File: src/rtl/accum_pkg.sv
// Shared types and constants for the decimal accumulator controller.
package accum_pkg;

  localparam int ACC_W      = 20;
  localparam int BCD_DIGITS = 6;
  localparam int BCD_W      = 24;
  localparam int BIT_CNT_W  = $clog2(ACC_W);

  localparam logic [ACC_W-1:0] SAT_MAX = 20'd999999;

  typedef logic [3:0] bcd_digit_t;

  typedef enum logic [1:0] {
    IDLE,
    SHIFT,
    DONE
  } state_t;

  // Double-dabble correction: any digit of 5 or more gets +3 before the shift.
  function automatic logic [BCD_W-1:0] dabble_adjust(input logic [BCD_W-1:0] digits);
    logic [BCD_W-1:0] result;
    bcd_digit_t       d;
    result = digits;
    for (int i = 0; i < BCD_DIGITS; i++) begin
      d = digits[i*4 +: 4];
      if (d >= 4'd5) result[i*4 +: 4] = d + 4'd3;
    end
    return result;
  endfunction

endpackage

File: src/rtl/btn_debounce.sv
// Two-flop synchroniser, stable-sample debouncer and press pulse for one
// active-low push button.
module btn_debounce #(
  parameter int DEBOUNCE_CYCLES = 50000
) (
  input  logic clk,
  input  logic rst,
  input  logic btn_n,
  output logic press
);

  localparam int CNT_W = $clog2(DEBOUNCE_CYCLES + 1);

  logic             sync_a;
  logic             sync_b;
  logic             level;
  logic [CNT_W-1:0] cnt;

  // The counter tracks consecutive samples that disagree with the accepted
  // level; any agreeing sample restarts it, so bounces never get through.
  always_ff @(posedge clk) begin
    if (rst) begin
      sync_a <= 1'b1;
      sync_b <= 1'b1;
      level  <= 1'b1;
      cnt    <= '0;
      press  <= 1'b0;
    end else begin
      sync_a <= btn_n;
      sync_b <= sync_a;
      press  <= 1'b0;
      if (sync_b == level) begin
        cnt <= '0;
      end else if (cnt == CNT_W'(DEBOUNCE_CYCLES - 1)) begin
        level <= sync_b;
        cnt   <= '0;
        press <= ~sync_b;
      end else begin
        cnt <= cnt + CNT_W'(1);
      end
    end
  end

endmodule

File: src/rtl/accum_ctrl.sv
// Debounced-button decimal accumulator with an iterative binary-to-BCD engine.
// Optional build macro ACCUM_WRAP_EN: add wraps modulo SAT_MAX+1 instead of saturating.
module accum_ctrl
  import accum_pkg::*;
#(
  parameter int DEBOUNCE_CYCLES = 50000
) (
  input  logic             clk,
  input  logic             rst,
  input  logic             btn_add_n,
  input  logic             btn_clr_n,
  input  logic             btn_max_n,
  input  logic [9:0]       sw,
  output logic [BCD_W-1:0] bcd,
  output logic             bcd_valid,
  output logic             busy,
  output logic             sat
);

  logic add_ev, clr_ev, max_ev;

  btn_debounce #(.DEBOUNCE_CYCLES(DEBOUNCE_CYCLES)) u_db_add (
    .clk(clk), .rst(rst), .btn_n(btn_add_n), .press(add_ev));
  btn_debounce #(.DEBOUNCE_CYCLES(DEBOUNCE_CYCLES)) u_db_clr (
    .clk(clk), .rst(rst), .btn_n(btn_clr_n), .press(clr_ev));
  btn_debounce #(.DEBOUNCE_CYCLES(DEBOUNCE_CYCLES)) u_db_max (
    .clk(clk), .rst(rst), .btn_n(btn_max_n), .press(max_ev));

  logic [ACC_W-1:0]     acc;
  logic [ACC_W-1:0]     acc_next;
  logic [ACC_W:0]       sum;
  logic                 sat_next;
  logic                 acc_wr;
  state_t               state;
  logic                 dirty;
  logic [ACC_W-1:0]     shreg;
  logic [BCD_W-1:0]     digits;
  logic [BIT_CNT_W-1:0] bit_cnt;

  // Event priority is clear > preset > add; an out-of-range sum is clipped or wrapped.
  always_comb begin
    sum      = {1'b0, acc} + {{(ACC_W + 1 - 10){1'b0}}, sw};
    acc_next = acc;
    sat_next = sat;
    acc_wr   = 1'b0;
    if (clr_ev) begin
      acc_next = '0;
      sat_next = 1'b0;
      acc_wr   = 1'b1;
    end else if (max_ev) begin
      acc_next = SAT_MAX;
      acc_wr   = 1'b1;
    end else if (add_ev) begin
      acc_wr = 1'b1;
      if (sum > {1'b0, SAT_MAX}) begin
`ifdef ACCUM_WRAP_EN
        acc_next = ACC_W'(sum - ({1'b0, SAT_MAX} + 21'd1));
`else
        acc_next = SAT_MAX;
`endif
        sat_next = 1'b1;
      end else begin
        acc_next = sum[ACC_W-1:0];
      end
    end
  end

  // Writes never wait for the converter; dirty forces another pass after the
  // current one, and bcd only ever loads a fully converted snapshot.
  always_ff @(posedge clk) begin
    if (rst) begin
      acc       <= '0;
      sat       <= 1'b0;
      dirty     <= 1'b0;
      state     <= IDLE;
      shreg     <= '0;
      digits    <= '0;
      bit_cnt   <= '0;
      bcd       <= '0;
      bcd_valid <= 1'b1;
      busy      <= 1'b0;
    end else begin
      acc <= acc_next;
      sat <= sat_next;
      if (acc_wr) begin
        dirty     <= 1'b1;
        bcd_valid <= 1'b0;
      end
      case (state)
        IDLE: begin
          if (dirty) begin
            shreg   <= acc;
            digits  <= '0;
            bit_cnt <= BIT_CNT_W'(ACC_W - 1);
            state   <= SHIFT;
            busy    <= 1'b1;
            if (!acc_wr) dirty <= 1'b0;
          end
        end
        SHIFT: begin
          {digits, shreg} <= {dabble_adjust(digits), shreg} << 1;
          if (bit_cnt == '0) state <= DONE;
          else bit_cnt <= bit_cnt - BIT_CNT_W'(1);
        end
        DONE: begin
          bcd       <= digits;
          bcd_valid <= ~(dirty | acc_wr);
          state     <= IDLE;
          busy      <= 1'b0;
        end
        default: begin
          state <= IDLE;
          busy  <= 1'b0;
        end
      endcase
    end
  end

endmodule
File: config.mk
export PLATFORM = sky130hd
export DESIGN_NAME = accum_ctrl
export DESIGN_NICKNAME = d
export VERILOG_FILES = /design/src/rtl/accum_pkg.sv /design/src/rtl/btn_debounce.sv /design/src/rtl/accum_ctrl.sv
export SDC_FILE = /design/constraint.sdc
export NUM_CORES = 1
export LEC_CHECK = 0
export BUFFER_PORTS_ARGS = -buffer_cell sky130_fd_sc_hd__buf_2
export CORE_ASPECT_RATIO = 0.9
export CORE_MARGIN = 10
export CORE_UTILIZATION = 46
export CTS_BUF_LIST = sky130_fd_sc_hd__clkbuf_16
export DETAILED_ROUTE_END_ITERATION = 10
export PLACE_DENSITY = 0.69
export SLEW_MARGIN = 0
export SYNTH_ARGS = -nofsm -noshare
export SYNTH_HDL_FRONTEND = slang
export SYNTH_SLANG_ARGS = --single-unit
export TNS_END_PERCENT = 30
File: constraint.sdc
create_clock -name clk -period 4.4 [get_ports clk]
set_input_delay 0.66 -clock clk [delete_from_list [all_inputs] [get_ports clk]]
set_output_delay 0.66 -clock clk [all_outputs]
set_load 0.01 [all_outputs]
==> flow_metrics.env <==
export IMPL_outcome="complete, no violations"
export IMPL_r2r_start="acc[0]"
export IMPL_wl_per_cell_um=13.53
export IMPL_grt_pass1_wl_um=25900
export IMPL_dieHeight_um=140.9
export IMPL_post_drt_via_cell_ratio=5.284
export IMPL_rsz0062_at_grt="false"
export IMPL_synth_fp_nets=947
export IMPL_nNetsFinal=967
export IMPL_initial_core_util_pct=46.63
export IMPL_clock_latency_ns=0.42
export IMPL_cp_slowest_cell="dfxtp_1"
export IMPL_grt_use_total_pct=13.88
export IMPL_hold_path_startpoint="u_db_add.sync_a"
export IMPL_p_leak_nw=2.944
export IMPL_startpoint="acc[0]"
export IMPL_diodes=0
export IMPL_finalCriticalPeriod_ns=3.282
export IMPL_worst_path_buf_inv=1
export IMPL_syn_inst=904
export IMPL_vias=6045
export IMPL_drc=0
export IMPL_cp_start_kind="register"
export IMPL_ios=42
export IMPL_area_growth_syn_to_layout_pct=11.37
export IMPL_drtPass1Iterations=5
export IMPL_clockBufferDepth=2
export IMPL_hold_path_class="register to register"
export IMPL_hpwl_um=10630
export IMPL_drt_iter0_drc=379
export IMPL_max_freq_mhz=304.7
export IMPL_grt_pass1_vias=5436
export IMPL_path_cells="ha_1, inv_1, fa_1, nor2b_1, o2111ai_1, a21oi_1, o21ai_0, xor2_1, nor4_1, nor3b_2, or2_1, a31oi_1"
export IMPL_skew_ns=0.01167
export IMPL_numCtsBuffers=17
export IMPL_powerDensity_mw_per_mm2=340.7
export IMPL_drive_above_1_share_pct=10.67
export IMPL_num_rows=44
export IMPL_synth_distinct_cells=61
export IMPL_clk_pin_slew_ns=0.07
export IMPL_cp_arrival_ns=3.58
export IMPL_final_util_pct=51.94
export IMPL_ys_flop_type="dfxtp_1"
export IMPL_endpoint_kind="register"
export IMPL_port_buffers=41
export IMPL_report_final_hold_viol_count=0
export IMPL_worst_pin_slew_ns=0.9794
export IMPL_avgSynthCellArea_um2=8.264
export IMPL_max_cap_violations=0
export IMPL_core_area_mm2=0.01602
export IMPL_cts_tree="yes"
export IMPL_required_ns=4.69
export IMPL_route_final_wire_length_um=15480
export IMPL_gp_congestion=0.9364
export IMPL_max_stage_delay_ns=0.40
export IMPL_die_width_um=154.3
export IMPL_synth_area_leader_cell="dfxtp_1"
export IMPL_antenna_found_initial=0
export IMPL_ant_nets=0
export IMPL_grt_overflow=0
export IMPL_cp_max_fo=9
export IMPL_ys_seq_area_share_pct=42.61
export IMPL_setup_viol=0
export IMPL_cts_setup_buffers=0
export IMPL_ys_warn_count=0
export IMPL_finalSetupTns_ns=0
export IMPL_cts_root_buf="clkbuf_16"
export IMPL_cts_hold_buf=0
export IMPL_grt_max_degree=59
export IMPL_ys_top_cells_by_area="dfxtp_1, nand2_1, nor2_1"
export IMPL_ir_drop_mv=0.2348
export IMPL_synth_top_area_share_pct=42.61
export IMPL_cts_resized=0
export IMPL_synth_edf_count=0
export IMPL_htreeDepth=4
export IMPL_syn_area_mm2=0.007471
export IMPL_synth_ff_latch_count=159
export IMPL_timing_final_crit_share_pct=74.59
export IMPL_cts_sinks=159
export IMPL_slew_viol_final=0
export IMPL_worstSetupPathType="register to register"
export IMPL_async_flop_share_pct=0
export IMPL_dieArea_mm2=0.02175
export IMPL_critPathTopFamily="simple AND/OR/NAND/NOR gates"
export IMPL_power_total_mw=2.835
export IMPL_slew_headroom_pct=34.71
layout by cell type, fill, tap and decap left out, types with 14 or more instances in the layout:
| cell | instances |
|---|---|
| dfxtp_1 | 159 |
| nand2_1 | 136 |
| nor2_1 | 110 |
| a21oi_1 | 68 |
| buf_2 | 41 |
| o21ai_0 | 40 |
| xor2_1 | 35 |
| xnor2_1 | 33 |
| nor3_1 | 27 |
| ha_1 | 27 |
| inv_1 | 25 |
| and3_1 | 23 |
| nand3_1 | 22 |
| a311oi_1 | 20 |
| clkbuf_16 | 17 |
| a22oi_1 | 14 |
cells in the mapped netlist, types with 4 or more instances:
cell and number:
xor2_1 35, buf_1 6, o21ai_0 40, a21o_1 4, nand3_1 22, a21oi_1 68
nand4_1 12, nor3_1 27, clkbuf_1 33, nand2_1 136, dfxtp_1 159, or2_2 10
inv_1 24, xnor2_1 33, nor2b_1 6, or3_1 10, a22oi_1 14, a311oi_1 20
nor2_1 111, nor4_1 7, a31oi_1 6, ha_1 27, and3_1 23, a211o_1 4
nor4b_1 7, nand2b_1 9
metrics by stage:
stage | hold WS, ns | cell area (um^2) | setup slack [ns] | std cells
after floorplan | 0.3895 | 7471 | 1.279 | 904
after global placement | 0.3915 | 7790 | 0.9249 | 1112
after detailed placement | 0.3942 | 7790 | 0.8275 | 1112
after CTS | 0.4076 | 8320 | 1.147 | 1144
after global routing | 0.4201 | 8320 | 0.8445 | 1144
final | 0.4064 | 8320 | 1.118 | 1144
path summary, 6_finish.rpt:
kind	to	slack [ns]	depth (start not counted)
max	acc[1]	1.12	12
min	u_db_add.sync_b	0.41	1
max reg2reg	acc[1]	1.12	12
min reg2reg	u_db_add.sync_b	0.41	1
logic make-up (layout without fill, tap and decap cells):
| group | after synthesis | count (layout) | synth area share, % |
|---|---|---|---|
| mux | 1 | 1 | 0.1507 |
| simple gates | 396 | 396 | 24.75 |
| compound gates | 182 | 182 | 15.96 |
| flops | 159 | 159 | 42.61 |
| fa+ha+maj | 28 | 28 | 4.790 |
| xor+xnor | 68 | 68 | 7.972 |
| buf+inv | 70 | 103 | 3.768 |
sequential cells by signal (all words and copies together), names as in the netlist, 2 cells and up:
register      flops
acc              20
bcd              24
bit_cnt           5
digits           24
shreg            20
state             2
u_db_add.cnt     16
u_db_clr.cnt     16
u_db_max.cnt     16
worst register-to-register path: stages, from the launching register on:
cell       delay [ns]
dfxtp_1          0.40
ha_1             0.20
inv_1            0.05
fa_1             0.39
nor2b_1          0.17
o2111ai_1        0.15
a21oi_1          0.25
o21ai_0          0.13
xor2_1           0.17
nor4_1           0.38
nor3b_2          0.36
or2_1            0.37
a31oi_1          0.14
metal layers:
metal / track usage (%) / vias up / routed length (um)
met5: 0 / - / 0
met4: 5.017 / 0 / 181
met3: 3.498 / 16 / 639
met2: 21.13 / 100 / 6732
met1: 18.57 / 2755 / 7923
li1: - / 3174 / -
power by group:
group	switching [mW]	internal, mW	total [mW]
sequential	0.00197	1.44	1.44
clock	0.571	0.760	1.33
combinational	0.0397	0.0188	0.0585
layout make-up:
type,instances,area (um^2)
Fill cell,1515,7700
Inverter,25,93.84
Clock buffer,17,425.4
Timing Repair Buffer,46,242.7
Multi-Input combinational cell,675,4011
Sequential cell,159,3183
Tap cell,207,259.0
Clock inverter,15,105.1
Note: power is estimated with default switching activity, not from simulation.
